===== src/rtl/instr_fetch_seq_if.sv =====
`default_nettype none
// ============================================================================
// Module      : instr_fetch_seq_if
// Description : Bus bundle between the fetch sequencer and its environment:
//               program-register side (run, branch, pc_in, pc_inc),
//               instruction-memory read port (mem_*), decoder handshake
//               (instr, instr_valid, dec_ready) and status (busy, fault).
//               master = the sequencer, slave = the surrounding system.
// Ports       : run, branch, pc_in, mem_valid, mem_rdata, dec_ready
//                 -> into the sequencer
//               pc_inc, mem_addr, mem_req, instr, instr_valid, busy, fault
//                 -> out of the sequencer
// Revision    : 1.0 - initial release
// ============================================================================
interface instr_fetch_seq_if #(
  parameter int DATA_W = 16,
  parameter int ADDR_W = 16
);
  logic              run;
  logic              branch;
  logic [ADDR_W-1:0] pc_in;
  logic              pc_inc;
  logic [ADDR_W-1:0] mem_addr;
  logic              mem_req;
  logic              mem_valid;
  logic [DATA_W-1:0] mem_rdata;
  logic [DATA_W-1:0] instr;
  logic              instr_valid;
  logic              dec_ready;
  logic              busy;
  logic              fault;

  modport master (
    input  run, branch, pc_in, mem_valid, mem_rdata, dec_ready,
    output pc_inc, mem_addr, mem_req, instr, instr_valid, busy, fault
  );

  modport slave (
    output run, branch, pc_in, mem_valid, mem_rdata, dec_ready,
    input  pc_inc, mem_addr, mem_req, instr, instr_valid, busy, fault
  );
endinterface
`default_nettype wire


===== src/rtl/instr_fetch_seq.sv =====
`default_nettype none
// ============================================================================
// Module      : instr_fetch_seq
// Description : Instruction fetch sequencer. Samples the program register
//               output as the fetch address, reads one word from instruction
//               memory (req/valid), hands it to the decoder (valid/ready) and
//               pulses the register's increment after every accepted read.
//               Supports branch flush and a sticky memory-timeout fault.
// Ports       : clk   - rising-edge clock
//               rst_n - synchronous reset, active low
//               bus   - instr_fetch_seq_if.master (see interface header)
// Parameters  : DATA_W  - instruction width
//               ADDR_W  - fetch address width
//               TIMEOUT - WAIT cycles without mem_valid before fault (1..255)
// Revision    : 1.0 - initial release
// ============================================================================
module instr_fetch_seq #(
  parameter int DATA_W  = 16,
  parameter int ADDR_W  = 16,
  parameter int TIMEOUT = 15
) (
  input  logic              clk,
  input  logic              rst_n,
  instr_fetch_seq_if.master bus
);

  typedef enum logic [1:0] {
    S_IDLE  = 2'd0,
    S_ISSUE = 2'd1,
    S_WAIT  = 2'd2,
    S_HOLD  = 2'd3
  } state_t;

  // Last counter value that may still wait; reaching it without data faults.
  localparam logic [7:0] c_cnt_last = 8'(TIMEOUT - 1);

  state_t            r_state,       w_state_nxt;
  logic [ADDR_W-1:0] r_mem_addr,    w_mem_addr_nxt;
  logic              r_mem_req,     w_mem_req_nxt;
  logic [DATA_W-1:0] r_instr,       w_instr_nxt;
  logic              r_instr_valid, w_instr_valid_nxt;
  logic              r_pc_inc,      w_pc_inc_nxt;
  logic              r_busy,        w_busy_nxt;
  logic              r_fault,       w_fault_nxt;
  logic [7:0]        r_cnt,         w_cnt_nxt;

  always_ff @(posedge clk) begin
    if (!rst_n) begin
      r_state       <= S_IDLE;
      r_mem_addr    <= '0;
      r_mem_req     <= 1'b0;
      r_instr       <= '0;
      r_instr_valid <= 1'b0;
      r_pc_inc      <= 1'b0;
      r_busy        <= 1'b0;
      r_fault       <= 1'b0;
      r_cnt         <= 8'd0;
    end else begin
      r_state       <= w_state_nxt;
      r_mem_addr    <= w_mem_addr_nxt;
      r_mem_req     <= w_mem_req_nxt;
      r_instr       <= w_instr_nxt;
      r_instr_valid <= w_instr_valid_nxt;
      r_pc_inc      <= w_pc_inc_nxt;
      r_busy        <= w_busy_nxt;
      r_fault       <= w_fault_nxt;
      r_cnt         <= w_cnt_nxt;
    end
  end

  always_comb begin
    w_state_nxt       = r_state;
    w_mem_addr_nxt    = r_mem_addr;
    w_mem_req_nxt     = r_mem_req;
    w_instr_nxt       = r_instr;
    w_instr_valid_nxt = r_instr_valid;
    w_pc_inc_nxt      = 1'b0;          // increment is always a single-cycle pulse
    w_fault_nxt       = r_fault;
    w_cnt_nxt         = r_cnt;

    if ((r_state != S_IDLE) && bus.branch) begin
      // Branch wins over data, timeout and handshake. Re-entering ISSUE gives
      // the register's LOAD a cycle to settle before pc_in is sampled.
      w_mem_req_nxt     = 1'b0;
      w_instr_valid_nxt = 1'b0;
      w_cnt_nxt         = 8'd0;
      w_state_nxt       = S_ISSUE;
    end else begin
      case (r_state)
        S_IDLE: begin
          if (bus.run && !r_fault) begin
            w_state_nxt = S_ISSUE;
          end
        end

        S_ISSUE: begin
          w_mem_addr_nxt = bus.pc_in;
          w_mem_req_nxt  = 1'b1;
          w_cnt_nxt      = 8'd0;
          w_state_nxt    = S_WAIT;
        end

        S_WAIT: begin
          if (bus.mem_valid) begin
            w_instr_nxt       = bus.mem_rdata;
            w_instr_valid_nxt = 1'b1;
            w_pc_inc_nxt      = 1'b1;  // request drops on the same edge
            w_mem_req_nxt     = 1'b0;
            w_state_nxt       = S_HOLD;
          end else if (r_cnt == c_cnt_last) begin
            w_fault_nxt   = 1'b1;
            w_mem_req_nxt = 1'b0;      // abort: memory must drop the read
            w_state_nxt   = S_IDLE;
          end else begin
            w_cnt_nxt = r_cnt + 8'd1;
          end
        end

        S_HOLD: begin
          if (r_instr_valid && bus.dec_ready) begin
            w_instr_valid_nxt = 1'b0;
            w_state_nxt       = bus.run ? S_ISSUE : S_IDLE;
          end
        end

        default: begin
          w_state_nxt = S_IDLE;
        end
      endcase
    end

    // Registered alongside the state so busy always equals (state != IDLE).
    w_busy_nxt = (w_state_nxt != S_IDLE);
  end

  assign bus.mem_addr    = r_mem_addr;
  assign bus.mem_req     = r_mem_req;
  assign bus.instr       = r_instr;
  assign bus.instr_valid = r_instr_valid;
  assign bus.pc_inc      = r_pc_inc;
  assign bus.busy        = r_busy;
  assign bus.fault       = r_fault;

endmodule
`default_nettype wire


===== src/flat_wrapper.sv =====
// flat-port wrapper written by rule: the top's interface ports become plain ports
module instr_fetch_seq_flat 
#(
  parameter int DATA_W  = 16,
  parameter int ADDR_W  = 16,
  parameter int TIMEOUT = 15
)
  (clk, rst_n, bus_run, bus_branch, bus_pc_in, bus_mem_valid, bus_mem_rdata, bus_dec_ready, bus_pc_inc, bus_mem_addr, bus_mem_req, bus_instr, bus_instr_valid, bus_busy, bus_fault);
  instr_fetch_seq_if #(.DATA_W(DATA_W), .ADDR_W(ADDR_W)) bus_i ();
  input  logic clk;
  input  logic rst_n;
  input wire logic [$bits(bus_i.run)-1:0] bus_run;
  input wire logic [$bits(bus_i.branch)-1:0] bus_branch;
  input wire logic [$bits(bus_i.pc_in)-1:0] bus_pc_in;
  input wire logic [$bits(bus_i.mem_valid)-1:0] bus_mem_valid;
  input wire logic [$bits(bus_i.mem_rdata)-1:0] bus_mem_rdata;
  input wire logic [$bits(bus_i.dec_ready)-1:0] bus_dec_ready;
  output wire logic [$bits(bus_i.pc_inc)-1:0] bus_pc_inc;
  output wire logic [$bits(bus_i.mem_addr)-1:0] bus_mem_addr;
  output wire logic [$bits(bus_i.mem_req)-1:0] bus_mem_req;
  output wire logic [$bits(bus_i.instr)-1:0] bus_instr;
  output wire logic [$bits(bus_i.instr_valid)-1:0] bus_instr_valid;
  output wire logic [$bits(bus_i.busy)-1:0] bus_busy;
  output wire logic [$bits(bus_i.fault)-1:0] bus_fault;
  assign bus_i.run = bus_run;
  assign bus_i.branch = bus_branch;
  assign bus_i.pc_in = bus_pc_in;
  assign bus_i.mem_valid = bus_mem_valid;
  assign bus_i.mem_rdata = bus_mem_rdata;
  assign bus_i.dec_ready = bus_dec_ready;
  assign bus_pc_inc = bus_i.pc_inc;
  assign bus_mem_addr = bus_i.mem_addr;
  assign bus_mem_req = bus_i.mem_req;
  assign bus_instr = bus_i.instr;
  assign bus_instr_valid = bus_i.instr_valid;
  assign bus_busy = bus_i.busy;
  assign bus_fault = bus_i.fault;
  instr_fetch_seq #(.DATA_W(DATA_W), .ADDR_W(ADDR_W), .TIMEOUT(TIMEOUT)) u_core (.clk(clk), .rst_n(rst_n), .bus(bus_i));
endmodule

===== config.mk =====
export PLATFORM = sky130hd
export DESIGN_NAME = instr_fetch_seq_flat
export DESIGN_NICKNAME = d
export VERILOG_FILES = /design/src/rtl/instr_fetch_seq_if.sv /design/src/rtl/instr_fetch_seq.sv /design/src/flat_wrapper.sv
export SDC_FILE = /design/constraint.sdc
export NUM_CORES = 1
export LEC_CHECK = 0
export BUFFER_PORTS_ARGS = -buffer_cell sky130_fd_sc_hd__buf_2
export CORE_ASPECT_RATIO = 2
export CORE_MARGIN = 1
export CORE_UTILIZATION = 40
export CTS_BUF_LIST = sky130_fd_sc_hd__clkbuf_8 sky130_fd_sc_hd__clkbuf_16
export DETAILED_ROUTE_END_ITERATION = 16
export GPL_TIMING_DRIVEN = 0
export PLACE_DENSITY = 0.74
export SETUP_SLACK_MARGIN = 0.02
export SLEW_MARGIN = 20
export SYNTH_ARGS = -nofsm -noshare
export SYNTH_HDL_FRONTEND = slang
export SYNTH_SLANG_ARGS = --single-unit

===== constraint.sdc =====
create_clock -name clk -period 2.9 [get_ports clk]
set_clock_uncertainty 0.1 [all_clocks]
set_input_delay 0.145 -clock clk [delete_from_list [all_inputs] [get_ports clk]]
set_output_delay 0.145 -clock clk [all_outputs]
set_load 0.05 [all_outputs]

Word level (Yosys, flattened, before mapping)
Cells that the tools add are included.
{"block": "classes", "n_mux": 17, "addsub": 1, "n_eq_ne": 9, "bitwise": 4, "n_reduce_logical": 17}
{"op": "$mux 8", "count": 2}
{"op": "$pmux 8 s2", "count": 1}
{"op": "$mux 2", "count": 5}
{"op": "$reduce_and 3->1", "count": 3}
{"op": "$add 8x1->8 const B", "count": 1}
{"op": "$eq 8x4->1 const B", "count": 1}
{"op": "$pmux 2 s4", "count": 1}
{"op": "$reduce_bool 2->1", "count": 4}
{"op": "$mux 1", "count": 6}
{"op": "$ne 2x2->1 const B", "count": 3}
{"op": "$eq 2x2->1 const B", "count": 2}
{"op": "$not 1->1", "count": 4}
{"op": "$pmux 1 s2", "count": 2}
{"op": "$reduce_and 2->1", "count": 2}
{"op": "$reduce_and 4->1", "count": 1}
{"op": "$logic_and 1x1->1", "count": 3}
{"op": "$ne 3x2->1 const B", "count": 1}
{"op": "$reduce_or 3->1", "count": 1}
{"op": "$eq 2x1->1 const B", "count": 1}
{"op": "$logic_not 2->1", "count": 1}
{"op": "$ne 2x1->1 const B", "count": 1}
{"op": "$reduce_or 2->1", "count": 1}
{"op": "$logic_not 1->1", "count": 1}
{"block": "word_totals", "regBits": 47, "wordCells": 57}

Logic depth before layout (Yosys ltp)
{"block": "depth", "ltp_word": 6, "ltp_mapped": 8}

Worst setup path after synthesis
No wires, ideal clock.
{"block": "synth_path", "path_type": "register to register", "startpoint": "reg u_core.r_state[1]", "endpoint": "reg u_core.r_cnt[7]", "arrival_ps": 1676, "required_ps": 2729, "path_stages_with_launch": 7, "synth_period_minus_slack_ps": 1847, "slack_ps": 1053, "path_cell_list": "dfxtp_1 > inv_1 > ha_1 > a21boi_4 > o21ai_4 > or4_1 > a21oi_1"}
{"block": "synth_via", "elab_chain_cells": 3, "word_cells_on_any_way": 10, "classes_between": "eq/ne: 4; mux: 1; reduce/logical: 5"}
{"item": "start: declaration", "line_no": "instr_fetch_seq.sv:37", "source": "state_t r_state, w_state_nxt;"}
{"item": "start signal: assignment", "line_no": "instr_fetch_seq.sv:59", "source": "r_state <= w_state_nxt;"}
{"item": "$eq 2x2->1 (tied with other cells)", "line_no": "instr_fetch_seq.sv:89", "source": "case (r_state)"}
{"item": "$ne 2x2->1 (no line) (tied with other cells)"}
{"item": "$reduce_and 3->1 (no line) or $reduce_or 2->1 (tied branches)"}
{"item": "end signal: assignment", "line_no": "instr_fetch_seq.sv:67", "source": "r_cnt <= w_cnt_nxt;"}
{"item": "end: declaration", "line_no": "instr_fetch_seq.sv:45", "source": "logic [7:0] r_cnt, w_cnt_nxt;"}
Parallel ways exist; a longest one is shown, timed or not.
A chain may end at the register's enable or synchronous reset.

Final worst setup path
{"block": "layout_path", "startpoint": "reg u_core.r_state[1]", "endpoint": "reg u_core.r_instr[7] (netlist: u_core.bus.instr[7])"}
{"block": "layout_via", "elab_chain_cells": 4, "word_cells_on_any_way": 5, "classes_between": "eq/ne: 1; bitwise: 1; reduce/logical: 3"}
{"item": "$reduce_bool 2->1", "line_no": "instr_fetch_seq.sv:81", "source": "if ((r_state != S_IDLE) && bus.branch) begin"}
{"item": "$logic_and 1x1->1", "line_no": "instr_fetch_seq.sv:81"}
{"item": "$not 1->1 (no line)"}
{"item": "$reduce_and 3->1 (no line) (*)"}
{"item": "end signal: assignment", "line_no": "instr_fetch_seq.sv:62", "source": "r_instr <= w_instr_nxt;"}
{"item": "end: declaration", "line_no": "instr_fetch_seq.sv:40", "source": "logic [DATA_W-1:0] r_instr, w_instr_nxt;"}
Every way passes the cells marked *; elsewhere a longest branch is shown, timed or not.

==> metrics.md <==
| Metric | Value |
|---|---|
| Clock sink count | `47` |
| Cells along the critical path | `inv_1 > ha_1 > nand2b_1 > nand3_1 > clkbuf_1 > nand2_1 > a21oi_1` |
| Clock Tree Root | `clkbuf_8` |
| Setup TNS | `0 ps` |
| Syn Inst Count | `236` |
| Layout cells sized above 1 | `0.261` |
| Starting Density | `0.420` |
| Clock buffer depth | `2` |
| Clk Latency, worst-skew pair | `300 ps` |
| Most frequent cells in the layout | `buf_2, nand2_1, dfxtp_1` |
| Final WS setup | `776 ps` |
| Drc violations | `0` |
| Total power | `1790 uW` |
| Total track usage | `0.218` |
| Place WS | `785 ps` |
| Synthesized area | `1950 sq um` |
| Synth Area in Adders | `0.0385` |
| RSZ-0062 raised after global routing | `false` |
| Grt ovf | `0` |
| Slew Limit Fails | `0` |
| Area leader, netlist | `dfxtp_1` |
| Ys Warns | `0` |
| Pwr Density | `641 nW/um^2` |
| CP Data Required Time | `3030 ps` |
| Fin Hold WS | `-2.37 ps` |
| Clock transition at path regs | `90 ps` |
| Final hold violations | `1` |
| Post-CTS Setup Bufs | `0` |
| Crit path max fanout | `10` |
| Post_cts resized | `0` |
| Post-DRT Antenna Nets | `0` |
| Worst path slowest cell | `dfxtp_1` |
| Placement Rows | `35` |
| Multiplexer area fraction after synthesis | `0` |
| Initial antenna violation count | `0` |
| Worst Max-Slew Pin Slew | `502 ps` |
| Synth-to-layout area growth | `43.5%` |
| Final setup vio count | `0` |
| Failing checks | `hold timing` |
| Drt pass-1 iters | `4` |
| Die ar. | `5170 sq um` |
| Final min period | `2120 ps` |
| Maximum clock rate | `0.471 GHz` |
| Routed length per instance | `12.8 microns` |
| Die Span X | `51.4 microns` |
| Leading post-synthesis cells by cell area | `dfxtp_1, nand2_1, a21oi_1, ha_1, nand3_1` |
| CP startpoint kind | `flip-flop` |
| HPWL after DPL | `3640 microns` |
| Design area | `2800 sq um` |
| Die H | `101 microns` |
| Max stage delay on crit path | `410 ps` |
| Fin nets | `392` |
| First-pass GRT wire length | `8680 microns` |
| Total of fill cells in the finished design | `440` |
| Status | `finished, violations left` |
| Area occupied by multi-input gates | `930 sq um` |
| Netlist cell types | `40` |
| Cell Area, Placed | `2390 sq um` |
| Final period util | `0.732` |
| Lkg Pwr | `0.00121 uW` |
| Avg Inst Size Synth | `8.26 sq um` |
| Critical Path AT | `2260 ps` |
| CTS Buf Count | `5` |
| Gpl congestion | `0.768` |
| Via count | `2,034` |
| Drt total wl | `5180 microns` |
| Post-synthesis sequential area ratio | `0.483` |
| Synth Area in XOR/XNOR | `0.00899` |
| Max-cap violations | `0` |
| Number of port buffers | `74` |
| Vias in the first global route | `2,011` |
| Storage cell area | `941 sq um` |
| Compound-Gate Fraction of Synth Area | `0.196` |
| Syn nets | `280` |
| Most common cell after layout, fill and taps aside | `buf_2` |
| Peak supply drop | `0.502 mV` |
| Worst setup EP type | `flip-flop` |
| Simple-Gate Fraction of Synth Area | `0.234` |
| H-Tree Depth | `2` |
| Hold crit path type | `in -> reg` |
| Synth Register Bits | `47` |
| 1st-iter DRT viols | `43` |
| Drt via density | `5.03` |
| Core area | `4640 sq um` |
| Slew headroom | `0.665` |
| Largest family of logic cells by synthesized area | `simple AND/OR/NAND/NOR gates` |
| Synth top area share | `0.483` |
| # IOs | `75` |
| CTS tree | `done` |
| N_diodes | `0` |
| CP Class | `reg -> reg` |
| Pin count of the biggest net entering global routing | `16` |
critical path: cells and delay by family, from the launching register on:
family	cells	cell delay, ps
and+or+nand+nor	3	650
DFF	1	410
buffers and inverters	2	500
AOI/OAI and AO/OA	1	160
adders and majority gates	1	240
cell usage after synthesis:
| cell type | number |
|---|---|
| xor2_1 | 2 |
| nor3_1 | 1 |
| nand3_1 | 6 |
| a2111oi_0 | 1 |
| a32oi_1 | 1 |
| clkbuf_1 | 6 |
| dfxtp_1 | 47 |
| a21boi_0 | 1 |
| nand4b_1 | 1 |
| and4_1 | 1 |
| a22oi_1 | 3 |
| or3_1 | 3 |
| o31ai_1 | 1 |
| or4_1 | 1 |
| a21o_1 | 1 |
| a21oi_1 | 39 |
| inv_1 | 5 |
| ha_1 | 6 |
| o41ai_1 | 1 |
| buf_2 | 2 |
| o21bai_1 | 1 |
| nand2_1 | 71 |
| and4b_1 | 1 |
| or4b_4 | 1 |
| o211ai_2 | 1 |
| o21ai_4 | 1 |
| clkbuf_2 | 1 |
| and2_1 | 1 |
| and3_1 | 2 |
| nor2_1 | 8 |
| nand4_1 | 2 |
| a211oi_1 | 3 |
| a21boi_4 | 1 |
| clkinv_1 | 1 |
| o21ai_0 | 4 |
| nand2b_1 | 2 |
| buf_6 | 1 |
| a211o_1 | 2 |
| nor4_1 | 2 |
| buf_4 | 1 |
area by class of cell:
class                           instances  area share
Buffer                                 11      0.0201
Clock buffer                            6      0.0295
Clock inverter                          2     0.00581
Inverter                                6     0.00805
Multi-Input combinational cell        172       0.332
Sequential cell                        47       0.336
Tap cell                               55      0.0246
Timing Repair Buffer                  105       0.243
final timing paths:
check | startpoint | endpoint | slack (ps) | cells past startpoint
setup / recovery | u_core.r_state[1] | u_core.bus.instr[7] | 780 | 7
hold / removal | bus_mem_rdata[4] | u_core.bus.instr[4] | -2 | 3
setup reg to reg | u_core.r_state[1] | u_core.bus.instr[7] | 780 | 7
hold reg to reg | u_core.bus.instr[0] | u_core.bus.instr[0] | 360 | 2
through the flow:
stage | util | hold WS (ps) | cells
floorplan | - | 152 | 236
finish | 0.603 | -2.37 | 404
global route | 0.603 | 9.56 | 404
detailed placement | 0.515 | 291 | 365
CTS | 0.603 | 2.07 | 404
global placement | 0.515 | 287 | 365
logic make-up after synthesis:
| group | count (synthesis) |
|---|---|
| flip-flops | 47 |
| XOR/XNOR | 2 |
| AND/OR/NAND/NOR | 103 |
| buffers and inverters | 17 |
| adder cells (fa/ha/maj) | 6 |
| AO/OA/AOI/OAI | 61 |
power breakdown:
| part | internal, uW | switching (uW) |
|---|---|---|
| sequential | 710 | 35.4 |
| combinational | 199 | 436 |
| clock | 195 | 218 |
| total | 1100 | 690 |
metal layers:
| layer | wire length, microns | track usage | vias to the layer above |
|---|---|---|---|
| li1 | - | - | 1029 |
| met1 | 1960 | 0.218 | 933 |
| met2 | 2870 | 0.421 | 61 |
| met3 | 220 | 0.0347 | 11 |
| met4 | 129 | 0.0915 | 0 |
| met5 | 0 | 0 | - |
flip-flops by register name (all words and copies together), names as in the netlist:
| name | count |
|---|---|
| u_core.r_cnt | 8 |
| u_core.r_state | 2 |
| u_core.bus.pc_inc | 1 |
| u_core.bus.mem_addr | 16 |
| u_core.bus.fault | 1 |
| u_core.bus.instr | 16 |
| u_core.bus.instr_valid | 1 |
| u_core.bus.mem_req | 1 |
| u_core.bus.busy | 1 |
timing repair:
action	in CTS	in global routing
hold endpoints to repair	31	0
hold buffers	31	0
endpoints found under the setup margin	0	0
(Power assumes the default switching activity.)
